$ cat src/rtl/lc_packet_sink.sv
// Receive endpoint for the local-controller ring: filters packets by destination, buffers payloads, tracks frames.
// Optional build macro LC_SINK_SEQ_CHECK_EN adds the seq_err payload-sequence checker.
module lc_packet_sink #(
  parameter int datawidth            = 16,
  parameter int address_vector_width = 4,
  parameter int packet_width         = 2 + 2*datawidth + address_vector_width,
  parameter int fifo_depth           = 8,
  parameter int len_width            = 10
) (
  input  logic                            CLK,
  input  logic                            reset_n,
  input  logic [packet_width-1:0]         packet_in,
  input  logic [address_vector_width-1:0] node_mask,
  input  logic                            scenario_update,
  output logic [2*datawidth-1:0]          out_data,
  output logic                            out_valid,
  input  logic                            out_ready,
  output logic [$clog2(fifo_depth):0]     fifo_count,
  output logic                            frame_done,
  output logic [len_width-1:0]            frame_len,
  output logic                            overflow,
  output logic [len_width-1:0]            drop_count
`ifdef LC_SINK_SEQ_CHECK_EN
  ,output logic                           seq_err
`endif
);

  localparam int PW = 2*datawidth;
  localparam int AW = $clog2(fifo_depth);

  localparam logic [0:0] IDLE = 1'b0;
  localparam logic [0:0] RECV = 1'b1;

  logic                            pkt_valid;
  logic                            pkt_last;
  logic [PW-1:0]                   pkt_payload;
  logic [address_vector_width-1:0] pkt_dest;
  logic                            hit, pop, push, drop, full;

  logic [PW-1:0] mem_q [fifo_depth];
  logic [AW:0]   wr_ptr_q, wr_ptr_d, rd_ptr_q, rd_ptr_d;
  logic [PW-1:0] out_data_q, out_data_d;
  logic          out_valid_q, out_valid_d;

  logic [0:0]           state_q, state_d;
  logic [len_width-1:0] len_cnt_q, len_cnt_d;
  logic [len_width-1:0] frame_len_q, frame_len_d;
  logic                 frame_done_q, frame_done_d;
  logic                 overflow_q, overflow_d;
  logic [len_width-1:0] drop_count_q, drop_count_d;

  assign pkt_valid   = packet_in[packet_width-1];
  assign pkt_last    = packet_in[packet_width-2];
  assign pkt_payload = packet_in[packet_width-3:address_vector_width];
  assign pkt_dest    = packet_in[address_vector_width-1:0];

  assign hit  = pkt_valid & (|(pkt_dest & node_mask));
  assign pop  = out_valid_q & out_ready;
  assign full = (wr_ptr_q[AW] != rd_ptr_q[AW]) && (wr_ptr_q[AW-1:0] == rd_ptr_q[AW-1:0]);
  assign push = hit & (~full | pop) & ~scenario_update;
  assign drop = hit & full & ~pop & ~scenario_update;

  // The output register looks past a pop immediately but only sees entries written before this edge.
  always_comb begin
    wr_ptr_d    = wr_ptr_q + (AW+1)'(push);
    rd_ptr_d    = rd_ptr_q + (AW+1)'(pop);
    out_valid_d = (rd_ptr_d != wr_ptr_q);
    out_data_d  = mem_q[rd_ptr_d[AW-1:0]];
    if (scenario_update) begin
      wr_ptr_d    = '0;
      rd_ptr_d    = '0;
      out_valid_d = 1'b0;
      out_data_d  = '0;
    end
  end

  always_ff @(posedge CLK) begin
    if (push) mem_q[wr_ptr_q[AW-1:0]] <= pkt_payload;
  end

  always_ff @(posedge CLK or negedge reset_n) begin
    if (!reset_n) begin
      wr_ptr_q    <= '0;
      rd_ptr_q    <= '0;
      out_valid_q <= 1'b0;
      out_data_q  <= '0;
    end else begin
      wr_ptr_q    <= wr_ptr_d;
      rd_ptr_q    <= rd_ptr_d;
      out_valid_q <= out_valid_d;
      out_data_q  <= out_data_d;
    end
  end

  // Frame tracking counts every hit, including those dropped on overflow.
  always_comb begin
    state_d      = state_q;
    len_cnt_d    = len_cnt_q;
    frame_len_d  = frame_len_q;
    frame_done_d = 1'b0;
    overflow_d   = overflow_q | drop;
    drop_count_d = drop_count_q;
    if (drop && drop_count_q != '1) drop_count_d = drop_count_q + len_width'(1);
    if (hit) begin
      if (state_q == IDLE) begin
        if (pkt_last) begin
          frame_done_d = 1'b1;
          frame_len_d  = len_width'(1);
        end else begin
          state_d   = RECV;
          len_cnt_d = len_width'(1);
        end
      end else begin
        if (pkt_last) begin
          frame_done_d = 1'b1;
          frame_len_d  = (len_cnt_q == '1) ? len_cnt_q : len_cnt_q + len_width'(1);
          state_d      = IDLE;
        end else if (len_cnt_q != '1) begin
          len_cnt_d = len_cnt_q + len_width'(1);
        end
      end
    end
    if (scenario_update) begin
      state_d      = IDLE;
      len_cnt_d    = '0;
      frame_len_d  = frame_len_q;
      frame_done_d = 1'b0;
      overflow_d   = 1'b0;
      drop_count_d = '0;
    end
  end

  always_ff @(posedge CLK or negedge reset_n) begin
    if (!reset_n) begin
      state_q      <= IDLE;
      len_cnt_q    <= '0;
      frame_len_q  <= '0;
      frame_done_q <= 1'b0;
      overflow_q   <= 1'b0;
      drop_count_q <= '0;
    end else begin
      state_q      <= state_d;
      len_cnt_q    <= len_cnt_d;
      frame_len_q  <= frame_len_d;
      frame_done_q <= frame_done_d;
      overflow_q   <= overflow_d;
      drop_count_q <= drop_count_d;
    end
  end

`ifdef LC_SINK_SEQ_CHECK_EN
  logic [PW-1:0] exp_next_q, exp_next_d;
  logic          seq_err_q, seq_err_d;

  // The first packet of a frame arrives in IDLE, so it only seeds the expectation.
  always_comb begin
    exp_next_d = exp_next_q;
    seq_err_d  = seq_err_q;
    if (push) begin
      exp_next_d = pkt_payload + PW'(1);
      if (state_q == RECV && pkt_payload != exp_next_q) seq_err_d = 1'b1;
    end
    if (scenario_update) seq_err_d = 1'b0;
  end

  always_ff @(posedge CLK or negedge reset_n) begin
    if (!reset_n) begin
      exp_next_q <= '0;
      seq_err_q  <= 1'b0;
    end else begin
      exp_next_q <= exp_next_d;
      seq_err_q  <= seq_err_d;
    end
  end

  assign seq_err = seq_err_q;
`else
  // Sequence checking is compiled out; no seq_err port exists in this build.
`endif

  assign out_data   = out_data_q;
  assign out_valid  = out_valid_q;
  assign fifo_count = wr_ptr_q - rd_ptr_q;
  assign frame_done = frame_done_q;
  assign frame_len  = frame_len_q;
  assign overflow   = overflow_q;
  assign drop_count = drop_count_q;

endmodule

$ cat config.mk
export PLATFORM = sky130hd
export DESIGN_NAME = lc_packet_sink
export DESIGN_NICKNAME = d
export VERILOG_FILES = /design/src/rtl/lc_packet_sink.sv
export SDC_FILE = /design/constraint.sdc
export NUM_CORES = 1
export LEC_CHECK = 0
export CORE_MARGIN = 5
export CORE_UTILIZATION = 30
export CTS_BUF_LIST = sky130_fd_sc_hd__clkbuf_8
export DETAILED_ROUTE_END_ITERATION = 10
export PLACE_DENSITY = 0.45
export SYNTH_ARGS = -nofsm -noshare
export SYNTH_HDL_FRONTEND = slang
export SYNTH_SLANG_ARGS = --single-unit
$ cat constraint.sdc
create_clock -name CLK -period 3.65 [get_ports CLK]
set_clock_uncertainty 0.05 [all_clocks]
set_input_delay 0.9125 -clock CLK [delete_from_list [all_inputs] [get_ports CLK]]
set_output_delay 0.9125 -clock CLK [all_outputs]
set_load 0.005 [all_outputs]
==> results of run 1 <==
power by group:
group          leakage [µW]  internal [µW]  switching (µW)
registers           0.00330           4130            33.6
clock network      0.000636           1850            1500
logic               0.00150            355             288
total               0.00543           6340            1820
final timing paths:
| check | start | slack (ps) | end |
|---|---|---|---|
| worst max-delay path | rd_ptr_q[1] | 160 | fifo_count[3] |
| worst min-delay path | reset_n | 230 | drop_count[6] |
| worst max register to register | wr_ptr_q[2] | 1060 | mem_q[7][28] |
| worst min register to register | overflow | 440 | overflow |
| max in group asynchronous | reset_n | 2680 | rd_ptr_q[3] |
| min in group CLK | overflow | 440 | overflow |
final cells by class:
| class | instances | area (µm²) |
|---|---|---|
| clock buffers | 62 | 853 |
| clock inverters | 42 | 299 |
| fillers | 3836 | 26000 |
| inverters | 13 | 48.8 |
| multi-input cells | 299 | 3140 |
| flip-flops and latches | 330 | 9540 |
| well taps | 539 | 674 |
| repair buffers | 136 | 1470 |
registers in the layout, indices dropped and copies added, names as in the netlist, 4 cells and up:
register,cells
mem_q,256
out_data,32
drop_count,10
frame_len,10
len_cnt_q,10
rd_ptr_q,4
wr_ptr_q,4
metrics by stage:
stage | utilization, % | area, µm² | hold WS (ps) | setup WS [ps]
floorplan | - | 12800 | 423 | 39.5
global placement | 35.4 | 14900 | 415 | 381
detailed placement | 35.4 | 14900 | 428 | 428
CTS | 38.1 | 16000 | 174 | 69.9
global route | 38.1 | 16000 | 236 | 18.3
finish | 38.1 | 16000 | 234 | 157
cells in the mapped netlist (4+ instances only):
library cell	instances
clkbuf_1	20
a22o_1	34
and3_1	4
nor2b_1	14
buf_2	7
nand2_1	18
inv_1	13
nor4_1	6
nor3_1	14
ha_1	9
a211oi_1	8
nor2_1	25
buf_1	4
mux4_2	64
xor2_1	4
edfxtp_1	256
o21ai_0	11
dfrtp_1	74
nand4_1	7
a21oi_1	10
mux2_2	6
a31oi_1	4
nand3_1	12
xnor2_1	12
per-layer routing:
metal / GRT usage (%) / wire, µm / up-vias
met2: 20.6 / 14100 / 221
met5: 0 / 0 / -
met3: 3.03 / 1800 / 50
met4: 4.22 / 635 / 0
met1: 17.9 / 13500 / 3626
li1: - / - / 3052
what timing repair did:
| action | CTS | global route |
|---|---|---|
| resized for setup | 1 | 0 |
| setup endpoints to repair | 3 | 0 |
| endpoints found under the hold margin | 0 | 0 |
| buffers inserted | 1 | 0 |
logic make-up (layout without fill, tap and decap cells):
kind of cell | after synthesis | count (layout)
buffers and inverters | 44 | 253
muxes | 73 | 73
DFF | 330 | 330
and+or+nand+nor | 109 | 109
adders and majority gates | 10 | 10
AOI/OAI and AO/OA | 91 | 91
xor gates and xnor gates | 16 | 16
==> out/results.ini, run 1 <==
[run_status]
status = completed

[cells_and_area]
area_growth_pct = 25.6
final_cell_mix = edfxtp_1, clkdlybuf4s50_1, dfrtp_1, mux4_2, clkbuf_8
final-instance-count-excl-fill = 1421
final_common_cell = edfxtp_1
drive_above_1_share_pct = 22.8
nets = 891
n_antenna_cell = 0

[clock_network]
root_buffer = clkbuf_8
clk_latency_ps = 630
h-tree-depth = 2
clk_pin_slew_ps = 60
cts-hold-fix-buffers = 0
cts_buffers = 55
clock-sinks = 330
clockBufferDepth = 3
cts_tree = yes

[sta]
grt_setup_unrepaired = false
slew_headroom_pct = 45.8
slew_violations = 0
worst_pin_slew_ps = 805
finalHoldViolCount = 0
setup_viol = 0
period_needed_ps = 3490
finalCritPeriodShare_pct = 95.7
fin_tns_setup_ps = 0
max_freq_mhz = 286

[floorplanning]
rows = 75
core_um2 = 42000
die_area_um2 = 46700
initial_utilization_pct = 30.3
io_pins = 105
dieWidth_um = 216
die_h_um = 216

[pwr]
p_total_uw = 8160
p_per_area_nw_per_um2 = 509
vdd_drop_max_uv = 227
p_leak_uw = 0.00543

[critical_path]
cp-end-kind = output port
critical_path.max_fanout = 4
cp_num_buf_inv = 2
path_cells = inv_1 > ha_1 > a21o_1 > a21oi_1 > xnor2_1 > clkdlybuf4s50_1
crit_slowest_cell = clkdlybuf4s50_1
start_kind = flop
cp_top_family = buffers and inverters
critPathMaxStageDelay_ps = 560
crit_type = reg -> out
arrival_ps = 2530
cp_num_cells = 6
ff2ff_path_depth = 7
cp.required_ps = 2690

[logic_synthesis]
yosysTopAreaCellShare_pct = 60.3
ys_top_cells_by_area = edfxtp_1, dfrtp_1, mux4_2
synthDistinctLibCells = 44
netlist_instances = 673
yosysTopAreaCell = edfxtp_1
synth_flop_cell = edfxtp_1
synthSimpleGateAreaFrac_pct = 4.31
muxShareOfSynthArea_pct = 12.1
synthAdderAreaFrac_pct = 1.04
synth_edf_count = 256
synthXorXnorAreaFrac_pct = 1.10
synth_top_family_by_area = multiplexers
synthArstFlopShare_pct = 22.4
syn_nets = 729
yosysWarnings = 0
synth.ff_latch_count = 330
avgSynthCellArea_um2 = 18.9
synth_area_um2 = 12800
seq_area_frac_synth_pct = 74.8
synth_compound_area_share_pct = 5.32

[detailed_routing]
avgRoutedWirePerCell_um = 21.1
drtIter0Drc = 403
vias = 6949
viasPerCell = 4.89
drc = 0
wl_um = 30000
drt-pass1-iter-count = 4
drtAntennaViolNets = 0

[global_route]
grt_pass1_wl_um = 46800
grt.total_usage_pct = 13.0
antenna_found_initial = 0
grt_remaining_overflow = 0
grt_max_degree = 67
grt_pass1_vias = 7561

[job]
cap_violations = 0

[worst_hold_path]
min_path_type = in -> async

[place]
gp_congestion = 0.796
io_buffer_count = 104
dp_hpwl_um = 17500
post-place-cells = 1316

No activity file was read; power rests on OpenSTA's default activity.
==> inputs of run 2 (changes only) <==
--- a/config.mk
+++ b/config.mk
@@ -9,7 +9,8 @@
 export CORE_UTILIZATION = 30
 export CTS_BUF_LIST = sky130_fd_sc_hd__clkbuf_8
 export DETAILED_ROUTE_END_ITERATION = 10
-export PLACE_DENSITY = 0.45
+export DONT_BUFFER_PORTS = 1
+export PLACE_DENSITY = 0.42
 export SYNTH_ARGS = -nofsm -noshare
 export SYNTH_HDL_FRONTEND = slang
 export SYNTH_SLANG_ARGS = --single-unit
==> out/results.ini, run 2 (synthesis results as in run 1) <==
[cells_and_area]
n_antenna_cell = 0
drive_above_1_share_pct = 23.7
fill_cells = 3976
area_growth_pct = 16.4
final_common_cell = edfxtp_1
final-instance-count-excl-fill = 1307
final_cell_mix = edfxtp_1, dfrtp_1, mux4_2, clkbuf_8, a22o_1
largest_reg_flops = 256
nets = 777
multi_input_area_um2 = 3140
fin_util_pct = 35.3
final_cell_area_um2 = 14800
regArea_um2 = 9540

[critical_path]
arrival_ps = 2310
critical_path.max_fanout = 7
crit_slowest_cell = dfrtp_1
cp.required_ps = 2690
cp_top_family = adder cells
crit_type = reg -> out
path_cells = inv_1 > ha_1 > fa_1 > xnor2_1
reg2reg_from = wr_ptr_q[0]
critPathMaxStageDelay_ps = 590
start_kind = flop
ff2ff_path_depth = 7
r2r_slack_ps = 730
cp_num_buf_inv = 1
reg2reg_to = mem_q[0][17]
cp-end-kind = output port

[sta]
finalCritPeriodShare_pct = 89.7
grt_setup_unrepaired = false
finalHoldViolCount = 0
slew_headroom_pct = 47.5
max_freq_mhz = 306
fin_tns_setup_ps = 0
setup_viol = 0
worst_pin_slew_ps = 780
slew_violations = 0
period_needed_ps = 3270

[floorplanning]
rows = 75
die_area_um2 = 46700
initial_utilization_pct = 30.3
io_pins = 105
die_h_um = 216
dieWidth_um = 216
core_um2 = 42000

[pwr]
p_sw_share_pct = 22.0
p_per_area_nw_per_um2 = 532
p_switching_uw = 1740
vdd_drop_max_uv = 205
seqPwrFrac_pct = 52.9
comb_power_share_pct = 5.4
internal_power_uw = 6160
p_leak_uw = 0.00500
clkPwrFrac_pct = 41.7

[global_route]
grt_pass1_wl_um = 45500
grt.total_usage_pct = 12.9
grt_remaining_overflow = 0
grt_max_degree = 75
grt_pass1_vias = 7150
antenna_found_initial = 0

[detailed_routing]
drtIter0Drc = 548
drc = 0
viasPerCell = 4.94
drt-pass1-iter-count = 4
avgRoutedWirePerCell_um = 23.1
wl_um = 30200
vias = 6455
drtAntennaViolNets = 0

[place]
post-place-cells = 1200
placed_cell_area_um2 = 13700
io_buffer_count = 0
gp_congestion = 0.821
dp_hpwl_um = 16300

[clock_network]
clockBufferDepth = 3
cts_buffers = 57
h-tree-depth = 2
clk_pin_slew_ps = 60
clock-sinks = 330
ctsResizeCount = 0
clk_latency_ps = 620
cts_tree = yes
root_buffer = clkbuf_8

[job]
cap_violations = 0

[worst_hold_path]
min_path_type = in -> async

[run_status]
status = completed

run 2: cell types whose count changed in the layout (fill, tap and decap cells not counted), moves of 2 or more:
cell / before / now
clkdlybuf4s50_1: 103 / 0
inv_1: 22 / 33
buf_4: 18 / 8
clkinv_2: 13 / 8
buf_12: 15 / 11
clkinv_1: 14 / 10
clkbuf_8: 62 / 64
run 2: how the worst max path moves through the flow:
stage	startpoint	end	slack, ps	cells after the start
after floorplan	packet_in[37]	mem_q[7][0]	40	4
after global placement	out_ready	out_data[21]	700	5
after detailed placement	out_ready	out_data[2]	700	5
after CTS	wr_ptr_q[0]	fifo_count[2]	350	4
after global routing	wr_ptr_q[0]	fifo_count[2]	280	4
final	wr_ptr_q[0]	fifo_count[2]	380	4
run 2: power groups by stage:
stage | Sequential (µW) | Clock (µW) | Combinational (µW)
detailed placement | 4260 | 0 | 414
CTS | 4180 | 3450 | 440
global placement | 4260 | 0 | 412
finish | 4180 | 3290 | 425
floorplan | 4230 | 0 | 324
global route | 4180 | 3610 | 469
run 2: layout make-up:
| type | instances | share of cell area (%) |
|---|---|---|
| clock buffers | 64 | 5.93 |
| flip-flops and latches | 330 | 64.3 |
| inverters | 13 | 0.329 |
| repair buffers | 20 | 2.07 |
| clock inverters | 42 | 1.69 |
| well taps | 539 | 4.54 |
| multi-input cells | 299 | 21.2 |
run 2: through the flow:
stage / hold WS (ps) / power [µW] / worst slack, ps
floorplan: 423 / 4550 / 39.5
global placement: 460 / 4670 / 697
detailed placement: 455 / 4670 / 698
CTS: 117 / 8070 / 345
global route: 146 / 8270 / 278
finish: 139 / 7900 / 377
run 2: what timing repair did:
item,4_1_cts,5_1_grt
hold buffers,1,0
setup buffers,0,0
endpoints found under the hold margin,74,0
run 2: worst reg2reg max path, stage by stage (launching register included):
cell     delay, ps
dfrtp_1        590
inv_1          140
ha_1           340
nand3_1        110
or3_1          350
nand3_1        410
nor3_4         300
buf_12         290
run 2: metal layers:
layer | track usage, % | part of all wire, %
met1 | 15.7 | 41
met2 | 21.0 | 48
met5 | 0 | 0
met3 | 5.01 | 8.4
met4 | 4.81 | 2.4
==> inputs of run 3 (changes only) <==
--- a/config.mk
+++ b/config.mk
@@ -6,11 +6,11 @@
 export NUM_CORES = 1
 export LEC_CHECK = 0
 export CORE_MARGIN = 5
-export CORE_UTILIZATION = 30
+export CORE_UTILIZATION = 59
 export CTS_BUF_LIST = sky130_fd_sc_hd__clkbuf_8
 export DETAILED_ROUTE_END_ITERATION = 10
 export DONT_BUFFER_PORTS = 1
-export PLACE_DENSITY = 0.42
+export PLACE_DENSITY = 0.75
 export SYNTH_ARGS = -nofsm -noshare
 export SYNTH_HDL_FRONTEND = slang
 export SYNTH_SLANG_ARGS = --single-unit
==> out/results.ini, run 3 (synthesis results as in run 1) <==
[run_status]
status = completed

[sta]
fin_tns_setup_ps = 0
period_needed_ps = 3180
finalCritPeriodShare_pct = 87.2
grt_setup_unrepaired = false
finalHoldViolCount = 0
worst_pin_slew_ps = 1100
slew_headroom_pct = 26.3
slew_violations = 0
setup_viol = 0
hold_slack_ps = 209
max_freq_mhz = 314

[clock_network]
clockBufferDepth = 3
cts_tree = yes
clk_latency_ps = 560
cts_buffers = 51
clock-sinks = 330
clk_pin_slew_ps = 60
h-tree-depth = 2
ctsResizeCount = 0
root_buffer = clkbuf_8

[cells_and_area]
area_growth_pct = 12.5
final_cell_mix = edfxtp_1, dfrtp_1, mux4_2, clkbuf_8, inv_1
largest_reg_flops = 256
drive_above_1_share_pct = 23.3
fin_util_pct = 67.8
n_antenna_cell = 0
nets = 779
final_common_cell = edfxtp_1

[global_route]
top_usage_layer = met2
grt.total_usage_pct = 21.0
met2_usage_pct = 35.3
grt_pass1_vias = 6890
grt_util_met1_pct = 26.6
gr-usage-met3_pct = 6.16
grt_max_degree = 75
grt_remaining_overflow = 0
grt_pass1_wl_um = 39300
antenna_found_initial = 0

[worst_hold_path]
min_path_type = in -> async

[detailed_routing]
drtIter0Drc = 537
vias = 6498
drt-pass1-iter-count = 6
wl_um = 24900
viasPerCell = 6.25
avgRoutedWirePerCell_um = 24.0
drtAntennaViolNets = 0
drc = 0

[floorplanning]
core_um2 = 21200
dieWidth_um = 157
die_h_um = 157
io_pins = 105
initial_utilization_pct = 60.3
die_area_um2 = 24700
rows = 53

[critical_path]
arrival_ps = 2220
start_kind = flop
cp.required_ps = 2690
critical_path.max_fanout = 7
crit_type = reg -> out
cp-end-kind = output port

[pwr]
vdd_drop_max_uv = 373
p_leak_uw = 0.00496
p_per_area_nw_per_um2 = 518

[place]
dp_hpwl_um = 15100
io_buffer_count = 0
gp_congestion = 0.868

[job]
cap_violations = 0

run 3: cell types whose count changed in the layout (fill, tap and decap cells not counted):
cell and delta:
clkbuf_8 -3, bufinv_16 -3, clkinvlp_4 +1, buf_4 +14
clkinv_1 -6, buf_12 -6, clkinv_2 -7, inv_8 +1
inv_1 +7, inv_6 -1
run 3: worst max-delay path, stage by stage, from the launching register on:
cell and delay, ps:
dfrtp_1 590, inv_1 150, ha_1 250, fa_1 380, xnor2_1 300
run 3: cell type report:
type / instances / area (µm²)
clock buffers: 61 / 840
clock inverters: 34 / 140
fillers: 1343 / 6810
inverters: 13 / 48.8
multi-input cells: 299 / 3140
flip-flops and latches: 330 / 9540
well taps: 275 / 344
repair buffers: 28 / 293
run 3: what timing repair did:
action / 4_1_cts / 5_1_grt
buffers inserted: 0 / 0
endpoints found under the setup margin: 0 / 0
hold buffers: 1 / 0
hold endpoints to repair: 74 / 0
run 3: stage by stage:
stage | instance area [µm²] | setup slack [ps] | instances | power, µW
floorplan | 12800 | 39.5 | 673 | 4550
global route | 14300 | 362 | 1040 | 7750
finish | 14300 | 466 | 1040 | 7430
detailed placement | 13300 | 605 | 944 | 4670
global placement | 13300 | 670 | 944 | 4650
CTS | 14300 | 402 | 1040 | 7520
run 3: worst paths after layout:
check | startpoint | endpoint | slack [ps] | cells past startpoint
worst max-delay path | wr_ptr_q[0] | fifo_count[2] | 470 | 4
worst min-delay path | reset_n | out_data[28] | 210 | 1
worst max register to register | wr_ptr_q[0] | mem_q[2][29] | 700 | 7
worst min register to register | frame_len[5] | frame_len[5] | 470 | 2
max in group asynchronous | reset_n | out_data[8] | 3010 | 1
min in group CLK | scenario_update | drop_count[9] | 370 | 1
run 3: where the power goes:
group / switching (µW) / internal, µW / total (µW)
combinational: 201 / 225 / 427
clock: 1320 / 1510 / 2830
sequential: 45.4 / 4130 / 4170
total: 1570 / 5870 / 7430
run 3: layer usage:
metal | wire, µm | vias to the layer above
met3 | 2320 | 61
met1 | 9350 | 3309
met2 | 12500 | 305
met4 | 717 | 0
li1 | - | 2823
met5 | 0 | -
